**config.mk**
```make
export PLATFORM = sky130hd
export DESIGN_NAME = sync_pulse_decoder
export DESIGN_NICKNAME = d
export VERILOG_FILES = /design/src/rtl/sync_pulse_decoder.sv
export SDC_FILE = /design/constraint.sdc
export NUM_CORES = 1
export LEC_CHECK = 0
export BUFFER_PORTS_ARGS = -buffer_cell sky130_fd_sc_hd__buf_4
export CAP_MARGIN = 20
export CORE_UTILIZATION = 55
export CTS_BUF_LIST = sky130_fd_sc_hd__clkbuf_16
export DETAILED_ROUTE_END_ITERATION = 12
export MAX_ROUTING_LAYER = met4
export PLACE_DENSITY = 0.76
export SETUP_SLACK_MARGIN = 0.05
export SYNTH_ARGS = -nofsm -noshare
export SYNTH_HDL_FRONTEND = slang
export SYNTH_SLANG_ARGS = --single-unit
export TNS_END_PERCENT = 10
```
**constraint.sdc**
```tcl
create_clock -name clk -period 2.9 [get_ports clk]
set_input_delay 0.58 -clock clk [delete_from_list [all_inputs] [get_ports clk]]
set_output_delay 0.58 -clock clk [all_outputs]
set_load 0.01 [all_outputs]
```
**src/rtl/sync_pulse_decoder.sv**
```systemverilog
// sync_pulse_decoder: slave-side decoder for the inter-board IO pulse line.
// Synchronises the raw pin, measures each high pulse and classifies it as a
// sync pulse (short) or a sweep-loop marker (long). It emits one-cycle strobes,
// mirrors a sync flag, counts events and keeps sticky error flags.
// Optional: define SYNC_PULSE_DECODER_TIMESTAMP_EN to add the ts_rise output,
// which captures a free-running timestamp at the rise of each accepted sync.
`timescale 1ns/1ps
module sync_pulse_decoder #(
    parameter int W_BITS      = 8,
    parameter int SYNC_MIN    = 2,
    parameter int SYNC_MAX    = 6,
    parameter int LOOP_MIN    = 24,
    parameter int LOOP_MAX    = 48,
    parameter int STUCK_LIMIT = 200,
    parameter int HOLDOFF     = 16,
    parameter int CNT_BITS    = 16
) (
    input  logic                clk,
    input  logic                rst,
    input  logic                enable,
    input  logic                sync_i,
    input  logic                clr_cnt,
    input  logic                clr_err,
    output logic                sync_pulse,
    output logic                loop_pulse,
    output logic                sync_flag,
    output logic [CNT_BITS-1:0] sync_count,
    output logic [CNT_BITS-1:0] loop_count,
    output logic                err_bad_width,
    output logic                err_stuck,
    output logic                line_high
`ifdef SYNC_PULSE_DECODER_TIMESTAMP_EN
    ,
    output logic [31:0]         ts_rise
`endif
);

    localparam logic [1:0] ST_IDLE  = 2'd0;
    localparam logic [1:0] ST_HIGH  = 2'd1;
    localparam logic [1:0] ST_STUCK = 2'd2;
    localparam logic [1:0] ST_HOLD  = 2'd3;

    localparam logic [W_BITS-1:0] SYNC_MIN_W = W_BITS'(SYNC_MIN);
    localparam logic [W_BITS-1:0] SYNC_MAX_W = W_BITS'(SYNC_MAX);
    localparam logic [W_BITS-1:0] LOOP_MIN_W = W_BITS'(LOOP_MIN);
    localparam logic [W_BITS-1:0] LOOP_MAX_W = W_BITS'(LOOP_MAX);
    localparam logic [W_BITS-1:0] STUCK_W    = W_BITS'(STUCK_LIMIT);
    localparam logic [15:0]       HOLDOFF_W  = 16'(HOLDOFF);
    localparam bit                HOLD_EN    = (HOLDOFF > 0);

    logic              s1, s2, s2_d;
    logic [1:0]        vld;
    logic              armed;
    logic [1:0]        state;
    logic [W_BITS-1:0] w, w_inc;
    logic [15:0]       hcnt;
    logic              pend_sync, pend_loop;
    logic              rise, hi_entry, fall_eval, in_sync_win, in_loop_win;
    logic              stuck_evt, bad_evt, sync_acc, loop_acc;

    assign line_high = s2;

    // Synchroniser plus arming: after reset the line must be seen low (through
    // a primed synchroniser) before any rise counts, so a pulse already in
    // progress at reset release is never picked up half-way.
    always_ff @(posedge clk or posedge rst) begin
        if (rst) begin
            s1    <= 1'b0;
            s2    <= 1'b0;
            s2_d  <= 1'b0;
            vld   <= 2'b00;
            armed <= 1'b0;
        end else begin
            s1    <= sync_i;
            s2    <= s1;
            s2_d  <= s2;
            vld   <= {vld[0], 1'b1};
            armed <= armed | (vld[1] & ~s2);
        end
    end

    // Edge detection, saturating width increment and pulse classification.
    always_comb begin
        rise        = s2 & ~s2_d;
        hi_entry    = rise & armed;
        w_inc       = (w == '1) ? w : w + 1'b1;
        fall_eval   = enable && (state == ST_HIGH) && !s2;
        in_sync_win = (w >= SYNC_MIN_W) && (w <= SYNC_MAX_W);
        in_loop_win = (w >= LOOP_MIN_W) && (w <= LOOP_MAX_W);
        stuck_evt   = enable && (state == ST_HIGH) && s2 && (w_inc == STUCK_W);
        bad_evt     = fall_eval && !in_sync_win && !in_loop_win;
        sync_acc    = pend_sync & enable;
        loop_acc    = pend_loop & enable;
    end

    // Pulse-width FSM; an accepted pulse is latched into pend_* and strobed
    // one edge later, so strobes land on the 3rd edge after the low sample.
    always_ff @(posedge clk or posedge rst) begin
        if (rst) begin
            state     <= ST_IDLE;
            w         <= '0;
            hcnt      <= '0;
            pend_sync <= 1'b0;
            pend_loop <= 1'b0;
        end else begin
            pend_sync <= 1'b0;
            pend_loop <= 1'b0;
            if (!enable) begin
                state <= ST_IDLE;
                w     <= '0;
            end else begin
                case (state)
                    ST_IDLE: begin
                        if (hi_entry) begin
                            state <= ST_HIGH;
                            w     <= W_BITS'(1);
                        end
                    end
                    ST_HIGH: begin
                        if (s2) begin
                            w <= w_inc;
                            if (w_inc == STUCK_W) state <= ST_STUCK;
                        end else begin
                            pend_sync <= in_sync_win;
                            pend_loop <= in_loop_win;
                            hcnt      <= HOLDOFF_W;
                            if ((in_sync_win || in_loop_win) && HOLD_EN)
                                state <= ST_HOLD;
                            else
                                state <= ST_IDLE;
                        end
                    end
                    ST_STUCK: begin
                        if (!s2) state <= ST_IDLE;
                    end
                    ST_HOLD: begin
                        hcnt <= hcnt - 1'b1;
                        if (hcnt <= 16'd1) state <= ST_IDLE;
                    end
                    default: state <= ST_IDLE;
                endcase
            end
        end
    end

    // Strobes, mirrored sync flag and wrapping event counters (clear wins).
    always_ff @(posedge clk or posedge rst) begin
        if (rst) begin
            sync_pulse <= 1'b0;
            loop_pulse <= 1'b0;
            sync_flag  <= 1'b0;
            sync_count <= '0;
            loop_count <= '0;
        end else begin
            sync_pulse <= sync_acc;
            loop_pulse <= loop_acc;
            if (sync_acc) sync_flag <= ~sync_flag;
            if (clr_cnt)       sync_count <= '0;
            else if (sync_acc) sync_count <= sync_count + 1'b1;
            if (clr_cnt)       loop_count <= '0;
            else if (loop_acc) loop_count <= loop_count + 1'b1;
        end
    end

    // Sticky error flags; a new error event beats a simultaneous clear.
    always_ff @(posedge clk or posedge rst) begin
        if (rst) begin
            err_bad_width <= 1'b0;
            err_stuck     <= 1'b0;
        end else begin
            if (bad_evt)      err_bad_width <= 1'b1;
            else if (clr_err) err_bad_width <= 1'b0;
            if (stuck_evt)    err_stuck <= 1'b1;
            else if (clr_err) err_stuck <= 1'b0;
        end
    end

`ifdef SYNC_PULSE_DECODER_TIMESTAMP_EN
    logic [31:0] ts_cnt, ts_shadow;

    // Free-running timestamp; shadow captured at HIGH entry, published with sync_pulse.
    always_ff @(posedge clk or posedge rst) begin
        if (rst) begin
            ts_cnt    <= '0;
            ts_shadow <= '0;
            ts_rise   <= '0;
        end else begin
            ts_cnt <= ts_cnt + 1'b1;
            if (enable && (state == ST_IDLE) && hi_entry) ts_shadow <= ts_cnt;
            if (sync_acc) ts_rise <= ts_shadow;
        end
    end
`endif

endmodule

```
Yosys cells after proc, flatten, opt, wreduce, memory -nomap -nowiden
Cells that the tools add are included.
{"block": "word_totals", "regBits": 71, "wordCells": 96, "out_inout_bits": 38, "input_bits": 6}
{"block": "op_classes", "n_reduce_logical": 21, "add_sub_neg": 4, "n_mux": 28, "n_bitwise": 9, "order_cmp": 5, "eq_ne": 12}
{"operator": "$mux W16", "n": 5}
{"operator": "$add A16 B1 Y16 const B", "n": 2}
{"operator": "$mux W8", "n": 4}
{"operator": "$pmux W16 S2", "n": 1}
{"operator": "$eq A8 B8 Y1 const B", "n": 2}
{"operator": "$le A16 B1 Y1 const B", "n": 1}
{"operator": "$pmux W8 S2", "n": 1}
{"operator": "$sub A16 B1 Y16 const B", "n": 1}
{"operator": "$mux W2", "n": 7}
{"operator": "$ne A3 B3 Y1 const B", "n": 4}
{"operator": "$reduce_bool A2 Y1", "n": 5}
{"operator": "$mux W1", "n": 9}
{"operator": "$add A8 B1 Y8 const B", "n": 1}
{"operator": "$ge A8 B2 Y1 const B", "n": 1}
{"operator": "$ge A8 B5 Y1 const B", "n": 1}
{"operator": "$le A8 B3 Y1 const B", "n": 1}
{"operator": "$le A8 B6 Y1 const B", "n": 1}
{"operator": "$logic_and A1 B1 Y1", "n": 8}
{"operator": "$pmux W2 S4", "n": 1}
{"operator": "$reduce_and A3 Y1", "n": 2}
{"operator": "$and A1 B1 Y1", "n": 5}
{"operator": "$eq A2 B2 Y1 const B", "n": 2}
{"operator": "$ne A4 B3 Y1 const B", "n": 1}
{"operator": "$reduce_and A4 Y1", "n": 1}
{"operator": "other kinds (8)", "n": 12}

Depth between registers and ports, before layout
Gate-level depths: netlist of the first run.
{"block": "depth", "word_depth": 7, "ltp_mapped": 8, "depth_no_buf": 8}

Worst setup path after synthesis of the first run
No wires, ideal clock.
{"block": "synth_timing", "kind": "in2reg", "start": "in enable", "end": "reg sync_count[15]", "stages": 7, "slack_ns": 1.030, "n_path_buf": 1, "setup_time_ns": 0.132, "required_time_ns": 2.768, "arrival_ns": 1.738, "cell_sequence": "buf_2 nand2_1 nor4_2 and2_1 nand3_1 xor2_1 nor2_1"}
{"block": "synth_via", "elab_chain_len": 2}
{"item": "from (decl)", "line_no": "20", "source": "input logic enable,"}
{"item": "$and A1 B1 Y1", "line_no": "92", "source": "sync_acc = pend_sync & enable;"}
{"item": "$reduce_bool A2 Y1 (no line)"}
{"item": "to (signal assigned)", "line_no": "159", "source": "else if (sync_acc) sync_count <= sync_count + 1'b1;"}
{"item": "to (decl)", "line_no": "27", "source": "output logic [CNT_BITS-1:0] sync_count,"}
Every way passes these cells.
A chain may end at the register's enable or synchronous reset.

Final worst setup path of the first run
{"block": "layout_timing", "start": "reg w[0]", "end": "reg state[1]"}
{"block": "layout_via", "elab_chain_len": 7, "elab_cells_between_ends": 17, "cone_classes": "add/sub (1); order compare (4); eq/ne (3); mux (5); reduce/logical (4)"}
{"item": "from (decl)", "line_no": "55", "source": "logic [W_BITS-1:0] w, w_inc;"}
{"item": "from (signal assigned)", "line_no": "121", "source": "w <= w_inc;"}
{"item": "parallel branches: the longest is 7 deep, another holds $add A8 B1 Y8"}
{"item": "to (signal assigned)", "line_no": "109", "source": "state <= ST_IDLE;"}
{"item": "to (signal assigned)", "line_no": "122", "source": "if (w_inc == STUCK_W) state <= ST_STUCK;"}
{"item": "to (signal assigned)", "line_no": "128", "source": "state <= ST_HOLD;"}
{"item": "to (decl)", "line_no": "54", "source": "logic [1:0] state;"}
Several ways; the timed one is not identified.

==> key figures, run 1 <==
Power
  – Clock power share: 38.5%
  – Share of power burned in registers: 44.9%
  – Pint: 1.96 mW
  – Switch share: 28.5%
  – Power share of the combinational group: 16.5%
  – LEAKAGE: 1.91 nW
  – Max VDD drop: 434 uV
  – Pwr per Cell Area: 657 nW/um2
  – Sw Pwr: 0.781 mW

Worst setup path
  – Critical Path RT: 3.13 ns
  – Worst EP arrival: 2.29 ns
  – Critical path startpoint category: flop
  – Crit end category: flop
  – Setup CP Type: reg2reg
  – CP max FO: 8

STA
  – Min Tclk post-route: 2.06 ns
  – Peak Freq: 486 MHz
  – Slew @ Worst Pin: 0.822 ns
  – Worst clock skew: 0.00383 ns
  – Setup TNS: 0 ns
  – RSZ-0062 raised after global routing: no
  – Fin. max-slew vios: 0
  – Max_slew headroom: 45.0%
  – Final period utilization: 71.0%
  – Final Hold Vio Count: 0
  – Setup violators final: 0

GRT
  – Pin count of the biggest net entering global routing: 37
  – GR Overflow Total: 0
  – Global Route Usage Sum: 23.4%
  – Initial antenna violation count: 0
  – Vias in the first global route: 2572
  – Global-route wire length before repair: 11500 um

Run status
  – Status: finished, final reports clean

Yosys
  – Ys flop type: dfrtp_1
  – Post-synthesis sequential area ratio: 50.5%
  – Synth Warn #: 0
  – Post-synth EDFFs: 0
  – Gate count of the mapped netlist: 364
  – Cell Area, Synth: 3520 um2
  – Mapped Nets: 376
  – Count of cell types in the netlist: 45
  – Flops & latches, synth: 71
  – Syn avg cell area: 9.66 um2
  – Async SR Flop Fraction: 100%

Final layout
  – Layout net count: 417
  – Area delta synth->final: 18.6%
  – Layout cells sized above 1: 16.8%
  – Fin util: 68.8%
  – Finished Cell Area: 4170 um2
  – ANT cells: 0
  – Multi-input gate area: 1610 um2
  – Fill count: 459
  – Register area: 1780 um2

CTS
  – Cts hold-fix bufs: 0
  – Clk slew on worst S/H paths: 0.06 ns
  – CTS tree: yes
  – Postcts setup bufs: 0
  – Clock sinks: 71
  – H-tree depth: 3
  – Worst-Skew Late Latency: 0.32 ns
  – CTS buffer count: 9
  – Post-CTS Resized: 0
  – Max Buffers Root-to-Sink: 2
  – Root buffer cell: clkbuf_16

Placement
  – Area of placed instances: 3880 um2
  – Port buffer count: 43
  – Placed wire-length estimate: 4700 um
  – Placer Congestion: 0.864

Die
  – Die Span X: 82.0 um
  – Site Rows: 28
  – Core Region: 6060 um2
  – Total I/O pin count: 44
  – Die ar.: 6720 um2
  – Initial Utilization: 58.0%
  – Die span in y: 82.0 um

Drt
  – Vias per cell: 5.54
  – Starting DRT DRC Count: 140
  – First drt pass iteration count: 4
  – Routed WL: 6840 um
  – Post-route antenna net violation count: 0
  – Drt drc: 0
  – Via count: 2687
  – Routed length per instance: 14.1 um

Worst hold path
  – Min-delay worst type: in2reg

Run
  – # Max-Cap Violations: 0
[area by class of cell]
cell class | count | share of cell area [%]
Clock buffer | 9 | 5.40
Clock inverter | 7 | 1.53
Inverter | 13 | 1.17
Multi-Input combinational cell | 265 | 38.7
Sequential cell | 71 | 42.6
Tap cell | 75 | 2.25
Timing Repair Buffer | 45 | 8.40
[sequential cells by signal, summed over array words and instances, names as in the netlist]
signal         cells
err_stuck          1
state              2
line_high          1
sync_count        16
vld                2
hcnt              16
s2_d               1
pend_loop          1
armed              1
sync_pulse         1
s1                 1
pend_sync          1
loop_count        16
w                  8
err_bad_width      1
loop_pulse         1
sync_flag          1
[through the flow]
step / cells / hold WS (ns) / setup slack, ns / total power [mW]
after floorplan: 364 / 0.331 / 0.523 / 1.57
after global placement: 469 / 0.331 / 0.906 / 1.68
after detailed placement: 469 / 0.347 / 0.871 / 1.70
after CTS: 485 / 0.350 / 0.850 / 2.76
after global routing: 485 / 0.353 / 0.737 / 2.88
final: 485 / 0.360 / 0.842 / 2.74
[path summary, 6_finish.rpt]
check,start,endpoint,slack [ns],cells past startpoint
max in group asynchronous,rst,hcnt[8],1.86,3
worst max-delay path,w[0],state[1],0.84,7
min in group asynchronous,rst,loop_count[10],0.39,2
worst min-delay path,sync_i,s1,0.36,1
worst min register to register,s1,line_high,0.36,0
worst max register to register,w[0],state[1],0.84,7
[critical path, cell delays in order, from the launching register on]
cell and delay, ns:
dfrtp_1 0.46, ha_1 0.30, nand3_1 0.15, nor2_1 0.22, and4b_1 0.25, o311ai_2 0.15
and2_1 0.20, o32ai_2 0.24
[logic make-up after synthesis]
family          share of synthesized area [%]
compound gates                           8.00
flops                                    50.5
xor+xnor                                 10.7
other cells                             0.107
buf+inv                                  3.59
mux                                     0.569
fa+ha+maj                                2.13
simple gates                             24.4
[cells in the mapped netlist (3+ instances only)]
master,number,area (um2)
dfrtp_1,71,1780
nor2_1,63,236
nand2_1,35,131
xor2_1,28,245
nand3_1,22,110
a21oi_1,16,80.1
xnor2_1,15,131
nand4_1,13,81.3
inv_1,12,45.0
clkbuf_1,8,30.0
ha_1,6,75.1
o31ai_1,6,45.0
and3_1,5,31.3
buf_2,5,25.0
nor2b_1,5,31.3
nor4_1,4,25.0
and2_1,3,18.8
and4_1,3,26.3
nor3_1,3,15.0
o211ai_1,3,22.5
o21ai_0,3,15.0
o21ai_1,3,15.0
or3_1,3,18.8
[layer usage]
layer	routed length (um)	track usage [%]
met2	3250	37.0
met5	0	-
met1	3210	28.7
met4	101	10.7
met3	282	5.00
[cell usage in the layout (no fill, tap or decap), types with 9 or more instances in the layout]
| master | netlist | final |
|---|---|---|
| a21oi_1 | 16 | 16 |
| buf_4 | 0 | 44 |
| clkbuf_16 | 0 | 9 |
| dfrtp_1 | 71 | 71 |
| inv_1 | 12 | 11 |
| nand2_1 | 35 | 35 |
| nand3_1 | 22 | 22 |
| nand4_1 | 13 | 13 |
| nor2_1 | 63 | 63 |
| xnor2_1 | 15 | 15 |
| xor2_1 | 28 | 28 |
[power groups by stage]
stage	clock [mW]	sequential [mW]	combinational, mW
finish	1.06	1.23	0.453
global route	1.12	1.25	0.509
CTS	1.08	1.23	0.456
detailed placement	0	1.24	0.452
global placement	0	1.24	0.442
floorplan	0	1.21	0.359
No activity file was read; power rests on OpenSTA's default activity.
==> run 2: changes to the inputs <==
--- a/config.mk
+++ b/config.mk
@@ -7,7 +7,7 @@
 export LEC_CHECK = 0
 export BUFFER_PORTS_ARGS = -buffer_cell sky130_fd_sc_hd__buf_4
 export CAP_MARGIN = 20
-export CORE_UTILIZATION = 55
+export CORE_UTILIZATION = 52
 export CTS_BUF_LIST = sky130_fd_sc_hd__clkbuf_16
 export DETAILED_ROUTE_END_ITERATION = 12
 export MAX_ROUTING_LAYER = met4
==> constraint.sdc (replaced) <==
create_clock -name clk -period 1.8 [get_ports clk]
set_input_delay 0.36 -clock clk [delete_from_list [all_inputs] [get_ports clk]]
set_output_delay 0.36 -clock clk [all_outputs]
set_load 0.01 [all_outputs]
==> run 2 against run 1 <==
The run now ends with DRC left. Critical path depth increased by 1. Total power increased by 70%. Clock-buffer cell count is the same. Maximum frequency rose by 19%. Design area is 8.5% higher. Largest cell class unchanged.
==> key figures, run 2 (synthesis results as in run 1) <==
GRT
  – Initial antenna violation count: 0 (unchanged)
  – Global Route Usage Sum: 22.8% (was 23.4%)
  – GR met1 Demand/Resource: 29.9% (was 28.7%)
  – Met3 Track Usage GR: 3.93% (was 5.00%)
  – Vias in the first global route: 2639 (was 2572)
  – Global-route wire length before repair: 12500 um (was 11500 um)
  – Met2 GRT Util: 34.9% (was 37.0%)
  – GR peak layer: met2 (unchanged)
  – Pin count of the biggest net entering global routing: 33 (was 37)
  – GR Overflow Total: 0 (unchanged)

Placement
  – Placed insts: 501 (was 469)
  – Port buffer count: 43 (unchanged)
  – DP Worst Slack: 0.0134 ns (was 0.871 ns)
  – Placer Congestion: 0.827 (was 0.864)
  – Placed wire-length estimate: 5080 um (was 4700 um)

Final layout
  – Post-route insts no fill: 519 (was 485)
  – Area delta synth->final: 28.8% (was 18.6%)
  – Biggest registers after layout: hcnt (16), loop_count (16), sync_count (16) (unchanged)
  – ANT cells: 0 (unchanged)
  – Fill count: 499 (was 459)
  – Most frequent cells in the layout: buf_4, dfrtp_1, nor2_1, nand2_1, xor2_1 (was dfrtp_1, nor2_1, buf_4, nand2_1, xor2_1)
  – Most common cell after layout, fill and taps aside: buf_4 (was dfrtp_1)
  – Layout net count: 449 (was 417)
  – Multi-input gate area: 1700 um2 (was 1610 um2)
  – Register area: 1780 um2 (unchanged)
  – Layout cells sized above 1: 25.8% (was 16.8%)

Drt
  – Starting DRT DRC Count: 153 (was 140)
  – Vias per cell: 5.41 (was 5.54)
  – Routed length per instance: 14.3 um (was 14.1 um)
  – Drt drc: 13 (was 0)
  – First drt pass iteration count: 8 (was 4)
  – Routed WL: 7420 um (was 6840 um)
  – Post-route antenna net violation count: 0 (unchanged)
  – Via count: 2806 (was 2687)

STA
  – Min Tclk post-route: 1.73 ns (was 2.06 ns)
  – Hold WS: 0.141 ns (was 0.360 ns)
  – Final Hold Vio Count: 0 (unchanged)
  – Fin. max-slew vios: 0 (unchanged)
  – Final period utilization: 96.2% (was 71.0%)
  – Worst clock skew: 0.00409 ns (was 0.00383 ns)
  – PnR worst setup slack: 0.0688 ns (was 0.842 ns)
  – Peak Freq: 578 MHz (was 486 MHz)
  – Setup violators final: 0 (unchanged)
  – RSZ-0062 raised after global routing: yes (was no)

Worst setup path
  – Setup CP Type: reg2reg (unchanged)
  – Worst path most repeated cell: nand2_1
  – Crit end category: flop (unchanged)
  – R2r worst-path depth: 8 (was 7)
  – Critical path startpoint category: flop (unchanged)
  – CP cell instances: buf_6, ha_4, or3_1, nand4_1, nand2_1, a31o_1, mux2i_1, nand2_1 (was ha_1, nand3_1, nor2_1, and4b_1, o311ai_2, and2_1, o32ai_2)
  – CP max stage delay: 0.43 ns (was 0.46 ns)
  – CP max FO: 5 (was 8)
  – Worst path slowest cell: dfrtp_1 (unchanged)
  – Critical Path RT: 2.01 ns (was 3.13 ns)
  – Worst EP arrival: 1.94 ns (was 2.29 ns)

Die
  – Initial Utilization: 54.8% (was 58.0%)
  – Core Region: 6420 um2 (was 6060 um2)
  – Die span in y: 84.2 um (was 82.0 um)
  – Die ar.: 7100 um2 (was 6720 um2)
  – Site Rows: 29 (was 28)
  – Total I/O pin count: 44 (unchanged)
  – Die Span X: 84.2 um (was 82.0 um)

Worst hold path
  – Min-delay worst type: in2reg (unchanged)
  – Hold path depth: 1 (unchanged)

Run status
  – Status: finished, violations left (was finished, final reports clean)
  – Violated checks: DRC

Power
  – LEAKAGE: 2.08 nW (was 1.91 nW)
  – Pwr per Cell Area: 1030 nW/um2 (was 657 nW/um2)
  – Design Power: 4.67 mW (was 2.74 mW)
  – Max VDD drop: 702 uV (was 434 uV)

CTS
  – CTS tree: yes (unchanged)
  – CTS buffer count: 9 (unchanged)
  – Clock sinks: 71 (unchanged)
  – H-tree depth: 3 (unchanged)
  – Max Buffers Root-to-Sink: 2 (unchanged)
  – Root buffer cell: clkbuf_16 (unchanged)
  – Clk slew on worst S/H paths: 0.06 ns (about the same)
  – Worst-Skew Late Latency: 0.32 ns (about the same)

Run
  – # Max-Cap Violations: 0 (unchanged)
run 2: cell count changes in the layout (fill, tap and decap cells not counted), sizes merged:
cell / before / now
buf: 45 / 76
dlygate4sd3: 0 / 1
clkinvlp: 1 / 2
clkinv: 5 / 4
run 2: stage by stage:
stage               util, %  cell area [um2]  setup TNS [ns]
floorplan                 -             3520               0
global placement       64.3             4130               0
detailed placement     64.3             4130               0
CTS                    69.5             4470               0
global route           70.5             4530         -0.0563
finish                 70.5             4530               0
run 2: routing by layer:
layer  up-vias  routed length [um]
met1      1346                3440
met4         0                  73
met5         -                   0
met2        65                3620
li1       1387                   -
met3         8                 291
run 2: critical path: cells and delay by family (launching register included):
kind	cells	cell delay, ns
mux	1	0.16
buf+inv	1	0.15
compound gates	1	0.18
fa+ha+maj	1	0.14
simple gates	4	0.56
flops	1	0.43
run 2: final timing paths:
check / startpoint / to / slack [ns]
worst max register to register: w[1] / state[0] / 0.07
worst min register to register: s1 / line_high / 0.35
worst max-delay path: w[1] / state[0] / 0.07
max in group asynchronous: rst / loop_count[3] / 0.75
min in group asynchronous: rst / sync_count[3] / 0.55
worst min-delay path: sync_i / s1 / 0.14
run 2: repair_timing:
action,4_1_cts,5_1_grt
endpoints found under the setup margin,2,8
hold buffers,1,0
gates resized for setup,7,12
hold endpoints to repair,9,0
setup buffers,0,1
cloned,0,0
pin swaps,3,8
run 2: report_power, final:
part / switching, mW / internal (mW)
Sequential: 0.156 / 1.77
Combinational: 0.520 / 0.460
Clock: 0.681 / 1.07
run 2: layout make-up:
type	count	share of cell area, %
clock inverters	7	1.60
flip-flops and latches	71	39.2
repair buffers	77	13.5
clock buffers	9	4.97
multi-input cells	265	37.5
well taps	77	2.13
inverters	13	1.16
